==> config.mk <==
export PLATFORM = sky130hd
export DESIGN_NAME = dm_access_ctrl
export DESIGN_NICKNAME = d
export VERILOG_FILES = /design/src/rtl/dm_access_ctrl_pkg.sv /design/src/rtl/dm_access_ctrl_lane_extract.sv /design/src/rtl/dm_access_ctrl.sv
export SDC_FILE = /design/constraint.sdc
export NUM_CORES = 1
export LEC_CHECK = 0
export BUFFER_PORTS_ARGS = -buffer_cell sky130_fd_sc_hd__buf_2
export CORE_MARGIN = 1
export CORE_UTILIZATION = 40
export DETAILED_ROUTE_END_ITERATION = 7
export PLACE_DENSITY = 0.66
export SLEW_MARGIN = 0
export SYNTH_ARGS = -nofsm -noshare
export SYNTH_HDL_FRONTEND = slang
export SYNTH_SLANG_ARGS = --single-unit
==> constraint.sdc <==
create_clock -name clk -period 4 [get_ports clk]
set_clock_uncertainty 0.05 [all_clocks]
set_input_delay 0.8 -clock clk [delete_from_list [all_inputs] [get_ports clk]]
set_output_delay 0.8 -clock clk [all_outputs]
set_load 0.005 [all_outputs]
==> src/rtl/dm_access_ctrl_pkg.sv <==
// Shared definitions for the data-memory access controller.
// Exception codes are also consumed by CP0.
package dm_access_ctrl_pkg;

  localparam logic [1:0] SZ_BYTE = 2'b00;
  localparam logic [1:0] SZ_HALF = 2'b01;
  localparam logic [1:0] SZ_WORD = 2'b10;
  localparam logic [1:0] SZ_BAD  = 2'b11;

  localparam logic [4:0] EXC_ADEL = 5'd4;
  localparam logic [4:0] EXC_ADES = 5'd5;

  typedef enum logic [1:0] {
    ST_IDLE   = 2'd0,
    ST_ACCESS = 2'd1,
    ST_RESP   = 2'd2
  } state_t;

  typedef struct packed {
    logic        we;
    logic [1:0]  size;
    logic        sgn;
    logic [31:0] addr;
    logic [31:0] wdata;
  } dm_req_t;

  typedef struct packed {
    logic [31:0] rdata;
    logic        exc;
    logic [4:0]  code;
    logic [31:0] badva;
  } dm_resp_t;

  function automatic logic misaligned(
    input logic [1:0] size,
    input logic [1:0] off
  );
    logic m;
    unique case (size)
      SZ_BYTE: m = 1'b0;
      SZ_HALF: m = off[0];
      SZ_WORD: m = (off != 2'b00);
      default: m = 1'b1;
    endcase
    return m;
  endfunction

endpackage

==> src/rtl/dm_access_ctrl_lane_extract.sv <==
// Lane decode: byte enables and extended load data
// for a given byte offset, size and signedness.
module dm_lane_extract
  import dm_access_ctrl_pkg::*;
(
  input  logic [31:0] word,
  input  logic [1:0]  off,
  input  logic [1:0]  size,
  input  logic        sgn,
  output logic [3:0]  be,
  output logic [31:0] result
);

  logic [7:0]  b;
  logic [15:0] h;

  always_comb begin
    be     = 4'b0000;
    result = 32'h0;
    b      = word[{off, 3'b000} +: 8];
    h      = off[1] ? word[31:16] : word[15:0];
    unique case (1'b1)
      (size == SZ_BYTE): begin
        be     = 4'b0001 << off;
        result = {{24{sgn & b[7]}}, b};
      end
      (size == SZ_HALF): begin
        be     = off[1] ? 4'b1100 : 4'b0011;
        result = {{16{sgn & h[15]}}, h};
      end
      (size == SZ_WORD): begin
        be     = 4'b1111;
        result = word;
      end
      default: begin
        be     = 4'b0000;
        result = 32'h0;
      end
    endcase
  end

endmodule

==> src/rtl/dm_access_ctrl.sv <==
// MEM-stage initiator for the 4 KB data memory:
// checks, drives the port, returns a registered response.
module dm_access_ctrl #(
  parameter int DM_WORDS = 1024,
  parameter logic [4:0] EXC_ADEL =
    dm_access_ctrl_pkg::EXC_ADEL,
  parameter logic [4:0] EXC_ADES =
    dm_access_ctrl_pkg::EXC_ADES
) (
  input  logic        clk,
  input  logic        rst_n,
  input  logic        req_valid,
  output logic        req_ready,
  input  logic        req_we,
  input  logic [1:0]  req_size,
  input  logic        req_signed,
  input  logic [31:0] req_addr,
  input  logic [31:0] req_wdata,
  output logic        resp_valid,
  input  logic        resp_ready,
  output logic [31:0] resp_rdata,
  output logic        resp_exc,
  output logic [4:0]  resp_exccode,
  output logic [31:0] resp_badva,
  output logic [9:0]  dm_addr,
  output logic [3:0]  dm_be,
  output logic [31:0] dm_din,
  output logic        dm_we,
  input  logic [31:0] dm_dout
);

  import dm_access_ctrl_pkg::*;

  localparam logic [32:0] LIMIT =
    33'(4 * DM_WORDS);

  state_t   state, state_nx;
  dm_req_t  rq;
  dm_resp_t rs;

  logic        in_acc;
  logic        bad;
  logic        legal;
  logic [3:0]  be;
  logic [31:0] ext;

  assign in_acc = (state == ST_ACCESS);
  assign bad    = misaligned(rq.size, rq.addr[1:0])
               || ({1'b0, rq.addr} >= LIMIT);
  assign legal  = in_acc && !bad;

  dm_lane_extract u_lane (
    .word   (dm_dout),
    .off    (rq.addr[1:0]),
    .size   (rq.size),
    .sgn    (rq.sgn),
    .be     (be),
    .result (ext)
  );

  // Port outputs are pure decode so reset kills dm_we at once
  assign dm_we   = legal && rq.we;
  assign dm_be   = legal ? be : 4'b0000;
  assign dm_addr = legal ? rq.addr[11:2] : 10'h0;
  assign dm_din  = dm_we ? rq.wdata : 32'h0;

  assign req_ready    = (state == ST_IDLE);
  assign resp_valid   = (state == ST_RESP);
  assign resp_rdata   = rs.rdata;
  assign resp_exc     = rs.exc;
  assign resp_exccode = rs.code;
  assign resp_badva   = rs.badva;

  always_comb begin
    state_nx = state;
    unique case (state)
      ST_IDLE:
        if (req_valid) state_nx = ST_ACCESS;
      ST_ACCESS:
        state_nx = ST_RESP;
      ST_RESP:
        if (resp_ready) state_nx = ST_IDLE;
      default:
        state_nx = ST_IDLE;
    endcase
  end

  always_ff @(posedge clk or negedge rst_n) begin
    if (!rst_n) begin
      state <= ST_IDLE;
      rq    <= '0;
      rs    <= '0;
    end else begin
      state <= state_nx;
      if (req_ready && req_valid) begin
        rq.we    <= req_we;
        rq.size  <= req_size;
        rq.sgn   <= req_signed;
        rq.addr  <= req_addr;
        rq.wdata <= req_wdata;
      end
      if (in_acc) begin
        rs.rdata <= (!bad && !rq.we) ? ext : 32'h0;
        rs.exc   <= bad;
        rs.code  <= !bad ? 5'd0
                  : rq.we ? EXC_ADES : EXC_ADEL;
        rs.badva <= bad ? rq.addr : 32'h0;
      end
    end
  end

endmodule

==> results by group <==
CTS
  • Maximum root-to-sink buffer count: 2
  • # clock sinks: around 140
  • Clock transition at path regs: around 0.060 ns
  • Root Buffer: clkbuf_16
  • Cts bufs inserted: 17
  • CTS tree: built
  • Post-CTS Setup Bufs: 0
  • Hold buffer count at cts: 0
  • Post-CTS Resized: 0
  • H-tree depth: 4
  • Skew-Pair Late Insertion Delay: between 0.4 and 0.5 ns

Power
  • Internal Power: 3.93 mW
  • Comb power frac: between 30% and 40%
  • Total chip power: approximately 6 mW
  • Seq pwr share: 39.7%
  • Net Sw Frac: approximately 33%
  • Clock power frac: 28.6%
  • PwrDens: approximately 720 nW/um^2
  • Peak supply drop: between 300 and 400 uV
  • LEAKAGE: between 4 and 5 nW
  • Net Sw Power: between 1.5 and 2 mW

Place
  • Post-DP HPWL: 11200 microns
  • Final Wtd Congestion: about 0.83
  • IO Port Bufs: ~220
  • Placed Area: approximately 7400 sq um

Synth
  • Library cells used by synthesis: 41
  • Mapped Cells: 564
  • Post-synth top area cell: dfrtp_1
  • Post-Synthesis Cell Area: around 6200 sq um
  • Yosys reg bits: roughly 140
  • Synthesized area per cell: 11.0 sq um
  • Synth area leaders: dfrtp_1, mux2_2, nand2_1, and2_1, o21ai_0
  • Sequential fraction of the synthesis area: around 55%
  • Syn. warnings: 0
  • Post-synth EDFFs: 0
  • Post-synth ARST share: between 90% and 100%
  • Post-synth top flop: dfrtp_1
  • Top cell type's share of synthesized area: between 50% and 60%

Floorplan
  • Initial core utilization: between 40% and 50%
  • Num rows: 45
  • Die width: roughly 130 microns
  • Core box area: 15200 sq um
  • Die H: 127 microns
  • DIE AREA: about 16000 sq um
  • Ports: 223

Timing
  • Max Slew Vio Count: 0
  • Period utilization: approximately 85%
  • Sum of negative setup slack: 0 ns
  • Final hold violations: 0
  • Max Fclk: around 290 MHz
  • Rel. slew slack: between 20% and 30%
  • Slew @ Worst Pin: roughly 1.1 ns
  • Hold WS: about 0.42 ns
  • RSZ-0062 raised after global routing: no
  • Endpoints failing setup: 0
  • Fin crit period: approximately 3.4 ns

Cells and area
  • Final Cell Area: around 8100 sq um
  • N_diodes: 0
  • Area Growth Syn to Fin: 29.5%
  • Flip-flop and latch area: between 3000 and 4000 sq um
  • Layout cells sized above 1: between 40% and 50%
  • Area of the multi-input gates: 2580 sq um
  • Post-layout util: 53.0%
  • Net count reported at finish: roughly 870
  • FILL cells: ~1400

Critical path
  • Critical Path Start Type: register
  • Worst path max stage delay: 0.69 ns
  • FF-to-FF Start: rq[66]$_DFFE_PN0P_
  • Worst path slowest cell: dfrtp_1
  • Worst flop-to-flop path endpoint: resp_rdata[29]$_DFFE_PN0N_
  • Worst Path Buf+Inv: 1
  • CP top delay family: simple AND/OR/NAND/NOR gates
  • CP endpoint kind: output port
  • Crit path DAT: approximately 2.6 ns
  • R2R setup slack: about 1.7 ns
  • Critical path cell sequence: nor2b_1 -> nor2b_1 -> a21oi_1 -> nor3_1 -> buf_2
  • Required @ worst endpoint: 3.15 ns
  • Most common cell type on the critical path: nor2b_1
  • Worst R2R Path Depth: 4
  • Max FO, Critical Path: 29
  • CP Launch Point: rq[66]$_DFFE_PN0P_
  • Crit Path Class: reg -> out

Global route
  • Pin count of the biggest net entering global routing: 105
  • Global route overflow: 0
  • GRT Util Overall: about a fifth
  • Vias in the first global route: between 4000 and 5000
  • First-pass GRT wire length: about 26000 microns
  • Initial antenna violation count: 0

Routing
  • Antenna-violating nets left: 0
  • Vias: roughly 5000
  • DR iter-0 viols: between 200 and 250
  • Routed WL per cell: ~17 microns
  • DR pass1 iterations: 5
  • Detailed Route WL: approximately 16000 microns
  • Vias/cell: between 5 and 6
  • # DRC: 0

Worst hold path
  • Worst hold start: resp_badva[23]$_DFFE_PN0N_
  • Worst Hold Class: reg -> reg
  • Worst Hold End: resp_badva[23]$_DFFE_PN0N_
  • Worst hold path stage count: 2

Run status
  • Status: finished clean

Run
  • Max_cap viols: 0
## how the worst max path moves through the flow
stage                 endpoint  depth (start not counted)
floorplan           dm_din[22]                          5
global placement      dm_be[3]                          5
detailed placement   dm_din[7]                          5
CTS                  dm_din[7]                          5
global route          dm_be[3]                          5
finish                dm_be[3]                          5
## synthesized netlist by cell type (8+ instances only)
cell type,count
dfrtp_1,136
nand2_1,119
mux2_2,78
and2_1,45
o21ai_0,34
a22oi_1,17
buf_2,17
clkbuf_1,16
nand2b_1,11
a21oi_1,10
a22o_1,8
## state kept, by name, indices dropped and copies added (netlist names)
signal        count
state             2
resp_rdata       32
resp_badva       32
rq               68
resp_exccode      2
## tightest hold or removal path, cell delays in order, from the launching register on
cell and delay (ns):
dfrtp_1 0.33, nand2_1 0.05, nand2_1 0.05
## per-stage QoR
step	cells	setup WS, ns
2_1_floorplan	566	1.56
3_3_place_gp	937	1.12
5_1_grt	968	0.405
4_1_cts	968	0.614
3_5_place_dp	937	1.07
6_report	968	0.589
## layout make-up
cell class / instances / share of cell area, %
well taps: 188 / 2.92
flip-flops and latches: 136 / 42.3
clock inverters: 8 / 1.77
multi-input cells: 382 / 32.1
inverters: 2 / 0.0933
clock buffers: 23 / 6.06
repair buffers: 229 / 14.8
## cells by family (layout without fill, tap and decap cells)
logic type,Yosys count,in the layout,synth area share (%)
multiplexers,78,78,14.1
AND/OR/NAND/NOR,206,206,17.0
flip-flops,136,136,54.7
buffers and inverters,48,262,3.92
AO/OA/AOI/OAI,94,94,9.92
other,1,3,0.0603
adder cells (fa/ha/maj),1,1,0.181
## cells in the final DEF, fill, tap and decap left out, drive strengths merged, types with 2 or more instances in the layout
| master | instances |
|---|---|
| o21ai | 40 |
| a22o | 8 |
| dfrtp | 136 |
| a21oi | 10 |
| nor4 | 5 |
| mux2 | 78 |
| clkbuf | 23 |
| nor3 | 4 |
| nand2 | 119 |
| and2 | 45 |
| inv | 2 |
| nand2b | 11 |
| a22oi | 17 |
| a2bb2oi | 2 |
| nor2 | 5 |
| buf | 229 |
| a222oi | 7 |
| nand3 | 2 |
| clkinv | 3 |
| nor2b | 6 |
| nor3b | 2 |
| bufinv | 4 |
| nand3b | 3 |
| o31ai | 8 |
| conb | 3 |
## power groups by stage
stage          Combinational (mW)  Clock [mW]  Sequential [mW]
2_1_floorplan                1.38           0             2.19
3_3_place_gp                 1.82           0             2.31
3_5_place_dp                 1.86           0             2.33
4_1_cts                      1.87        1.70             2.32
5_1_grt                      2.04        1.76             2.40
6_report                     1.85        1.67             2.32
## routing by layer
layer / track usage (%) / vias up / share of wire, %
met5: 0 / - / 0
met4: 8.40 / 0 / 2.2
met3: 5.78 / 23 / 6.4
met2: 34.5 / 191 / 49
met1: 25.2 / 2456 / 42
li1: - / 2347 / -
(Power assumes the default switching activity.)
